**config.mk**
```make
export PLATFORM = sky130hd
export DESIGN_NAME = mat_vec_mult
export DESIGN_NICKNAME = d
export VERILOG_FILES = /design/src/rtl/mat_vec_mult.sv
export SDC_FILE = /design/constraint.sdc
export NUM_CORES = 2
export LEC_CHECK = 0
export CAP_MARGIN = 15
export CORE_MARGIN = 10
export CORE_UTILIZATION = 40
export CTS_BUF_LIST = sky130_fd_sc_hd__clkbuf_4
export CTS_CLUSTER_DIAMETER = 150
export CTS_CLUSTER_SIZE = 25
export DETAILED_ROUTE_END_ITERATION = 16
export GPL_TIMING_DRIVEN = 0
export HOLD_SLACK_MARGIN = 0.1
export PLACE_DENSITY = 0.55
export SLEW_MARGIN = 40
export SYNTH_ARGS = -nofsm -noshare
export SYNTH_HDL_FRONTEND = slang
export SYNTH_SLANG_ARGS = --single-unit
export TNS_END_PERCENT = 30
```
**constraint.sdc**
```tcl
create_clock -name clk -period 13.1 [get_ports clk]
set_input_delay 3.275 -clock clk [delete_from_list [all_inputs] [get_ports clk]]
set_output_delay 3.275 -clock clk [all_outputs]
set_load 0.02 [all_outputs]
```
**src/rtl/mat_vec_mult.sv**
```systemverilog
// Signed matrix-vector multiplier y = A*x with serial A/x load, compute, and streamed y output.
// Optional accumulator saturation is enabled by defining MVM_SATURATE_EN (default: wrap-around).
module mat_vec_mult #(
  parameter int MAT_SCALE   = 20,
  parameter int PARALLEL    = 1,
  parameter int INPUT_WIDTH = 8,
  parameter int PIPELINE    = 1
) (
  input  logic                                clk,
  input  logic                                reset,
  input  logic                                loadMatrix,
  input  logic                                loadVector,
  input  logic                                start,
  output logic                                done,
  input  logic signed [INPUT_WIDTH-1:0]       data_in,
  output logic signed [2*INPUT_WIDTH-1:0]     data_out
);

  localparam int N   = MAT_SCALE;
  localparam int P   = PARALLEL;
  localparam int W   = INPUT_WIDTH;
  localparam int OW  = 2 * INPUT_WIDTH;
  localparam int OW1 = OW + 1;
  localparam int G   = N / P;
  localparam int AW  = $clog2(N * N);
  localparam int CW  = $clog2(N);
  localparam int GW  = (G > 1) ? $clog2(G) : 1;

`ifdef MVM_SATURATE_EN
  localparam logic SAT_EN = 1'b1;
`else
  localparam logic SAT_EN = 1'b0;
`endif

  localparam logic signed [OW-1:0] MAX_VAL = {1'b0, {(OW-1){1'b1}}};
  localparam logic signed [OW-1:0] MIN_VAL = {1'b1, {(OW-1){1'b0}}};

  typedef enum logic [2:0] {
    IDLE    = 3'd0,
    LOAD_M  = 3'd1,
    LOAD_V  = 3'd2,
    COMPUTE = 3'd3,
    DONE    = 3'd4,
    OUTPUT  = 3'd5
  } state_t;

  // Returns {overflow, sum}; overflow can only be flagged when saturation is enabled.
  function automatic logic [OW:0] acc_add(input logic signed [OW-1:0] a,
                                          input logic signed [OW-1:0] b);
    logic signed [OW:0] sum_v;
    logic               ovf_v;
    sum_v = OW1'(a) + OW1'(b);
    ovf_v = SAT_EN && (sum_v[OW] != sum_v[OW-1]);
    if (ovf_v) begin
      if (sum_v[OW]) return {1'b1, MIN_VAL};
      else           return {1'b1, MAX_VAL};
    end else begin
      return {1'b0, sum_v[OW-1:0]};
    end
  endfunction

  state_t                 state_r;
  logic [AW-1:0]          ld_cnt_r;
  logic [CW-1:0]          col_r;
  logic [GW-1:0]          grp_r;
  logic                   issue_done_r;
  logic [CW-1:0]          out_idx_r;

  logic signed [W-1:0]    a_mem_r [N*N];
  logic signed [W-1:0]    x_mem_r [N];
  logic signed [OW-1:0]   y_mem_r [N];

  logic                   s0_valid_s, s0_first_s, s0_last_s, s0_final_s;
  logic signed [OW-1:0]   s0_prod_s [P];
  logic                   d_valid_s, d_first_s, d_last_s, d_final_s;
  logic [GW-1:0]          d_grp_s;
  logic signed [OW-1:0]   d_prod_s [P];

  logic signed [OW-1:0]   acc_r [P];
  logic                   sticky_r [P];
  logic signed [OW-1:0]   acc_next_s [P];
  logic                   sticky_next_s [P];
  logic [OW:0]            add_s [P];

  // Issue stage: MAC p works on row grp*P+p, column col, one column per cycle.
  always_comb begin
    s0_valid_s = (state_r == COMPUTE) && !issue_done_r;
    s0_first_s = (col_r == CW'(0));
    s0_last_s  = (col_r == CW'(N-1));
    s0_final_s = s0_last_s && (grp_r == GW'(G-1));
    for (int p = 0; p < P; p++) begin
      s0_prod_s[p] = OW'(a_mem_r[AW'((int'(grp_r) * P + p) * N + int'(col_r))])
                   * OW'(x_mem_r[col_r]);
    end
  end

  generate
    if (PIPELINE > 0) begin : g_pipe
      logic                 p1_valid_r, p1_first_r, p1_last_r, p1_final_r;
      logic [GW-1:0]        p1_grp_r;
      logic signed [OW-1:0] p1_prod_r [P];

      // Register stage between the multipliers and the accumulators.
      always_ff @(posedge clk) begin
        if (reset) begin
          p1_valid_r <= 1'b0;
          p1_first_r <= 1'b0;
          p1_last_r  <= 1'b0;
          p1_final_r <= 1'b0;
          p1_grp_r   <= GW'(0);
          for (int p = 0; p < P; p++) p1_prod_r[p] <= OW'(0);
        end else begin
          p1_valid_r <= s0_valid_s;
          p1_first_r <= s0_first_s;
          p1_last_r  <= s0_last_s;
          p1_final_r <= s0_final_s;
          p1_grp_r   <= grp_r;
          for (int p = 0; p < P; p++) p1_prod_r[p] <= s0_prod_s[p];
        end
      end

      assign d_valid_s = p1_valid_r;
      assign d_first_s = p1_first_r;
      assign d_last_s  = p1_last_r;
      assign d_final_s = p1_final_r;
      assign d_grp_s   = p1_grp_r;
      assign d_prod_s  = p1_prod_r;
    end else begin : g_nopipe
      assign d_valid_s = s0_valid_s;
      assign d_first_s = s0_first_s;
      assign d_last_s  = s0_last_s;
      assign d_final_s = s0_final_s;
      assign d_grp_s   = grp_r;
      assign d_prod_s  = s0_prod_s;
    end
  endgenerate

  // Accumulator next value; once clamped, a row keeps its clamp until the next row starts.
  always_comb begin
    for (int p = 0; p < P; p++) begin
      add_s[p] = acc_add(acc_r[p], d_prod_s[p]);
      if (d_first_s) begin
        acc_next_s[p]    = d_prod_s[p];
        sticky_next_s[p] = 1'b0;
      end else if (sticky_r[p]) begin
        acc_next_s[p]    = acc_r[p];
        sticky_next_s[p] = 1'b1;
      end else begin
        acc_next_s[p]    = add_s[p][OW-1:0];
        sticky_next_s[p] = add_s[p][OW];
      end
    end
  end

  // Accumulator registers.
  always_ff @(posedge clk) begin
    if (reset) begin
      for (int p = 0; p < P; p++) begin
        acc_r[p]    <= OW'(0);
        sticky_r[p] <= 1'b0;
      end
    end else if (d_valid_s) begin
      for (int p = 0; p < P; p++) begin
        acc_r[p]    <= acc_next_s[p];
        sticky_r[p] <= sticky_next_s[p];
      end
    end
  end

  // Storage for A, x and y; deliberately untouched by reset so contents survive it.
  always_ff @(posedge clk) begin
    if (!reset && state_r == LOAD_M) a_mem_r[ld_cnt_r] <= data_in;
    if (!reset && state_r == LOAD_V) x_mem_r[ld_cnt_r[CW-1:0]] <= data_in;
    if (!reset && d_valid_s && d_last_s) begin
      for (int p = 0; p < P; p++) y_mem_r[CW'(int'(d_grp_s) * P + p)] <= acc_next_s[p];
    end
  end

  // Control FSM with registered done/data_out.
  always_ff @(posedge clk) begin
    if (reset) begin
      state_r      <= IDLE;
      done         <= 1'b0;
      data_out     <= OW'(0);
      ld_cnt_r     <= AW'(0);
      col_r        <= CW'(0);
      grp_r        <= GW'(0);
      issue_done_r <= 1'b0;
      out_idx_r    <= CW'(0);
    end else begin
      done <= 1'b0;
      case (state_r)
        IDLE: begin
          ld_cnt_r <= AW'(0);
          if (loadMatrix) begin
            state_r <= LOAD_M;
          end else if (loadVector) begin
            state_r <= LOAD_V;
          end else if (start) begin
            state_r      <= COMPUTE;
            col_r        <= CW'(0);
            grp_r        <= GW'(0);
            issue_done_r <= 1'b0;
          end else begin
            state_r <= IDLE;
          end
        end
        LOAD_M: begin
          ld_cnt_r <= ld_cnt_r + AW'(1);
          if (ld_cnt_r == AW'(N*N-1)) state_r <= IDLE;
        end
        LOAD_V: begin
          ld_cnt_r <= ld_cnt_r + AW'(1);
          if (ld_cnt_r == AW'(N-1)) state_r <= IDLE;
        end
        COMPUTE: begin
          if (!issue_done_r) begin
            if (col_r == CW'(N-1)) begin
              col_r <= CW'(0);
              if (grp_r == GW'(G-1)) issue_done_r <= 1'b1;
              else                   grp_r <= grp_r + GW'(1);
            end else begin
              col_r <= col_r + CW'(1);
            end
          end
          // Final row write lands this edge, so y is complete during the DONE cycle.
          if (d_valid_s && d_final_s) begin
            state_r <= DONE;
            done    <= 1'b1;
          end
        end
        DONE: begin
          data_out  <= y_mem_r[0];
          out_idx_r <= CW'(1);
          state_r   <= OUTPUT;
        end
        OUTPUT: begin
          data_out  <= y_mem_r[out_idx_r];
          out_idx_r <= out_idx_r + CW'(1);
          if (out_idx_r == CW'(N-1)) state_r <= IDLE;
        end
        default: state_r <= IDLE;
      endcase
    end
  end

endmodule

```
-- After elaboration in Yosys (flattened, before gate mapping)
Memories as Yosys holds them, arrays and structs flattened. A register that Yosys moved wholly into a read port is not among the register bits.
Cells that the tools add are included.
- add/sub/neg operators: 6
- $mul: 2
- equality and inequality tests: 20
- multiplexer cells: 52
- bitwise logic cells: 1
- reduce and logical (&&, ||, !) cells: 22
- operators by type and width (kind ; number):
    2-to-1 mux 5 bit ; 12
    2-to-1 mux 16 bit ; 3
    one-hot mux 16 bit (2 select lines) ; 1
    one-hot mux 5 bit (2 select lines) ; 3
    2-to-1 mux 1 bit ; 23
    one-hot mux 3 bit (6 select lines) ; 1
    one-hot mux 9 bit (2 select lines) ; 1
    adder 16 bit ; 1
    multiplier 8 x 8 -> 16 bit ; 1
    OR reduction 16 bit ; 1
    adder 5 x 1 -> 5 bit (second input constant) ; 3
    == test 5 bit (second input constant) ; 3
    inequality test 2 bit (second input constant) ; 7
    2-to-1 mux 3 bit ; 4
    adder 9 x 1 -> 9 bit (second input constant) ; 1
    adder 9 x 5 -> 9 bit ; 1
    == test 9 x 5 -> 1 bit (second input constant) ; 1
    == test 9 bit (second input constant) ; 1
    AND reduction 4 bit ; 2
    logical AND 1 bit ; 7
    multiplier 5 x 3 -> 7 bit (second input constant) ; 1
    AND reduction 7 bit ; 1
    == test 3 x 2 -> 1 bit (second input constant) ; 2
    == test 3 bit (second input constant) ; 2
    other kinds (12) ; 20
- flip-flop bits (word level): 70
- bits in writable memories: 3697
- input port bits: 13
- output and inout bits: 17
- logic and storage cells: 122
- memories: 5
- memory list (name ; words ; bits a word ; rd ports ; clocked after Yosys merged registers in ; wr ports ; line ; source):
    a_mem_r ; 400 ; 8 ; 1 ; 0 ; 1 ; 69 ; logic signed [W-1:0] a_mem_r [N*N];
    y_mem_r ; 20 ; 16 ; 2 ; 1 ; 1 ; 71 ; logic signed [OW-1:0] y_mem_r [N];
    x_mem_r ; 20 ; 8 ; 1 ; 1 ; 1 ; 70 ; logic signed [W-1:0] x_mem_r [N];
    acc_r ; 1 ; 16 ; 1 ; 0 ; 1 ; 79 ; logic signed [OW-1:0] acc_r [P];
    sticky_r ; 1 ; 1 ; 1 ; 0 ; 1 ; 80 ; logic sticky_r [P];

-- Logic depth before layout (Yosys ltp)
- depth in word-level cells: 6
- mapped depth: 33
- gate-level depth less buffers: 30

-- Least setup slack after synthesis
Ideal clock, no wire load.
- kind: register to register
- start point: register grp_r[3]
- end point: register g_pipe.p1_prod_r, in the netlist d_prod_s[14]
- library setup time: 0.121 ns
- arrival: 7.316 ns
- data required time: 12.979 ns
- setup slack: 5.664 ns
- cell stages (with the launch flop): 31
- buffers on the path: 3
- period minus slack after synthesis: 7.436 ns
- path through: dfxtp_1 > ha_1 > ha_1 > fa_1 > nand2_1 > o22a_1 > or4_1 > buf_2 > nand2_2 > buf_4 > buf_4 > nor2_1 > or4_1 > o211ai_2 > nand2_1 > fa_1 > fa_1 > inv_1 > fa_1 > inv_1 > fa_1 > inv_1 > ha_1 > o21ai_0 > a21oi_1 > o21ai_0 > nand2b_1 > a21o_1 > a21o_1 > a31oi_1 > mux2_2
- longest elaborated chain between the ends: 4
- ends and longest elaborated chain (element ; line ; source):
    start: declaration ; 65 ; logic [GW-1:0] grp_r;
    start signal: assignment ; 221 ; else grp_r <= grp_r + GW'(1);
    multiplier 5 x 3 -> 7 bit ; 92 ; s0_prod_s[p] = OW'(a_mem_r[AW'((int'(grp_r) * P + p) * N + int'(col_r))])
    adder 9 x 5 -> 9 bit ; 92 ;
    memory read (400 x 8 bit) ; - ;
    multiplier 8 x 8 -> 16 bit ; 93 ; * OW'(x_mem_r[col_r]);
    end: declaration ; 101 ; logic signed [OW-1:0] p1_prod_r [P];
No other way between the ends.
A chain may end at the register's enable or synchronous reset.

-- Worst setup path in the final report
- start point: register grp_r[0]
- end point: register g_pipe.p1_prod_r, in the netlist d_prod_s[14]
The elaborated chain is that of the path after synthesis.

==> results_dict.tcl <==
set metrics [dict create \
    status "finished clean" \
    grt.total_usage_pct 28.3 \
    antenna_found_initial 60 \
    drive_gt1_share_pct 28.8 \
    arrival_ns 12.64 \
    async_reset_ff_share_pct 0 \
    fin_setup_tns_ns 0 \
    ir_drop_mv 0.199 \
    nNetsFinal 7719 \
    htree_levels 4 \
    place_hpwl_mm 399 \
    cts-resized-gates 0 \
    die_y_um 632 \
    clockRootBuffer "clkbuf_4" \
    path_clk_slew_ns 0.26 \
    portBuffers 29 \
    grt_max_degree 101 \
    synthesis.nets 7363 \
    fmax_mhz 90.1 \
    gp_congestion 1.01 \
    required_ns 14.64 \
    ys_top_cells_by_area "edfxtp_1 74%, mux4_2 15%, nor2_1 1.5%" \
    slew_headroom_pct 33.9 \
    startpoint_type "register" \
    slew_violations 0 \
    cp_slowest_cell "buf_2" \
    worstMarginPinSlew_ns 0.991 \
    final-hold-violation-count 0 \
    syn_area_per_cell_um2 20.7 \
    die_w_um 632 \
    cts_sinks 3777 \
    cts_setup_buffers 0 \
    yosys.area.top_type "edfxtp_1" \
    grt_pass1_vias 77600 \
    syn_area_um2 150000 \
    syn_inst 7231 \
    cp-startpoint "grp_r[0]" \
    finalClockSkew_ns 0.172 \
    route.antenna.remaining_nets 0 \
    yosysTopAreaCellShare_pct 74.1 \
    via_per_inst 6.55 \
    die_area_um2 399000 \
    ios 30 \
    ys.flop_type "edfxtp_1" \
    drt_iter0_drc 14600 \
    cp-end-kind "register" \
    setup_viol 0 \
    min-delay-start "out_idx_r[1]" \
    yosys_warnings 0 \
    drtPass1Iterations 7 \
    cts_made_buffers 173 \
    ys_types 89 \
    yosys-top-cells-count "3,697 x edfxtp_1, 986 x mux4_2, 594 x nor2_1, 198 x clkbuf_1, 169 x a22oi_1" \
    grt_pass1_wl_mm 750 \
    clock_path_buffers 4 \
    rsz0062_at_grt "no" \
    num_rows 224 \
    cts_tree "done" \
    cap_viol_max_count 0 \
    rrSetupSlack_ns 2.00 \
    setup_slack_ns 2.00 \
    insertion_delay_ns 1.64 \
    min_period_over_period_pct 84.7 \
    cts_hold_buf 0 \
    coreArea_um2 373000 \
    syn_to_final_growth_pct 9.23 \
    synth_edf_count 3697 \
    finalWirelength_mm 579 \
    hold_path.class "register to register" \
    grt_overflow_total 0 \
    r2r_start "grp_r[0]" \
    synth_seq_cells 3777 \
    p_leak_uw 0.0480 \
    whs_ns 0.503 \
    drc 0 \
    worstSetupPathType "register to register" \
    fin_crit_ns 11.10 \
    vias 82900 \
    cpPeakStageDelay_ns 0.80 \
    pre_cts_ws_ns 2.38 \
    avgRoutedWirePerCell_um 45.8 \
    crit_fanout 10 \
    yosysMostFrequentCell "edfxtp_1" \
    power_density_nw_per_um2 129 \
    start_util_pct 40.2 \
    seq_area_frac_synth_pct 75.2 \
]
## path summary, 6_finish.rpt
path / endpoint / depth (start not counted)
setup / recovery: d_prod_s[14] / 31
hold / removal: register / 2
setup reg to reg: d_prod_s[14] / 31
hold reg to reg: register / 2
## cell type report
cell class	count	area, um^2
plain buffers	425	2620
repair buffers	181	3770
flip-flops and latches	3777	113000
inverters	107	402
clock inverters	13	234
well taps	4972	6220
diodes	54	135
fillers	31800	209000
multi-input cells	2922	36100
clock buffers	201	1510
## cell families (layout without fill, tap and decap cells)
| family | Yosys count | in the layout | share of synthesized area [%] |
|---|---|---|---|
| mux | 1118 | 1118 | 15.7 |
| simple gates | 1041 | 1041 | 3.05 |
| fa+ha+maj | 123 | 123 | 1.31 |
| compound gates | 600 | 600 | 2.76 |
| buf+inv | 532 | 927 | 1.74 |
| xor+xnor | 40 | 40 | 0.234 |
| flops | 3777 | 3777 | 75.2 |
| other cells | 0 | 54 | 0 |
## metal layers
layer | track usage (%) | part of all wire (%) | wire length [um] | vias to the layer above
li1 | - | - | - | 30400
met1 | 37.1 | 37 | 212000 | 44800
met2 | 41.2 | 43 | 248000 | 6311
met3 | 10.5 | 14 | 79000 | 1296
met4 | 14.9 | 6.8 | 39400 | 30
met5 | 0 | 0.034 | 197 | -
## worst max-delay path, delay by kind of cell, from the launching register on
| family | cells | cell delay [ns] |
|---|---|---|
| buffers and inverters | 7 | 2.64 |
| muxes | 1 | 0.37 |
| adders and majority gates | 7 | 2.92 |
| DFF | 1 | 0.62 |
| and+or+nand+nor | 5 | 1.81 |
| AOI/OAI and AO/OA | 11 | 2.51 |
## cells in the final DEF, fill, tap and decap left out, types with 41 or more instances in the layout
master / netlist / routed
edfxtp_1: 3697 / 3697
mux4_2: 986 / 986
nor2_2: 1 / 371
clkbuf_4: 0 / 242
nor2_1: 594 / 191
a22oi_1: 169 / 169
nand2_1: 167 / 161
a21oi_1: 153 / 148
mux2i_1: 118 / 117
inv_1: 104 / 102
buf_2: 86 / 93
buf_16: 0 / 92
clkbuf_2: 0 / 87
buf_4: 40 / 86
dfxtp_1: 80 / 80
clkbuf_1: 198 / 70
ha_1: 61 / 60
fa_1: 58 / 58
diode_2: 0 / 54
buf_6: 43 / 49
nand3_1: 50 / 49
and2_1: 48 / 48
o21ai_0: 52 / 47
nor3_1: 46 / 41
## stage by stage
step / total power [uW] / cell area, um^2 / std cells / util (%)
after floorplan: 15500 / 150000 / 7231 / -
after global placement: 17000 / 156000 / 12200 / 41.9
after detailed placement: 16900 / 162000 / 12400 / 43.4
after CTS: 21000 / 163000 / 12600 / 43.8
after global routing: 21600 / 164000 / 12600 / 43.9
final: 21100 / 164000 / 12700 / 43.9
## sequential cells by signal, summed over array words and instances, names as in the netlist, 3 cells and up, named ones only
signal	flops
d_prod_s	16
d_grp_s	5
grp_r	5
a_mem_r	3200
ld_cnt_r	9
y_mem_r	320
col_r	5
data_out	16
x_mem_r	160
out_idx_r	5
acc_r	16
state_r	3
## report_power, final
part           switching, uW  internal, uW
Clock                   3610           822
Combinational           2060          1160
Sequential              22.5         13400
Total                   5690         15400
No activity file was read; power rests on OpenSTA's default activity.
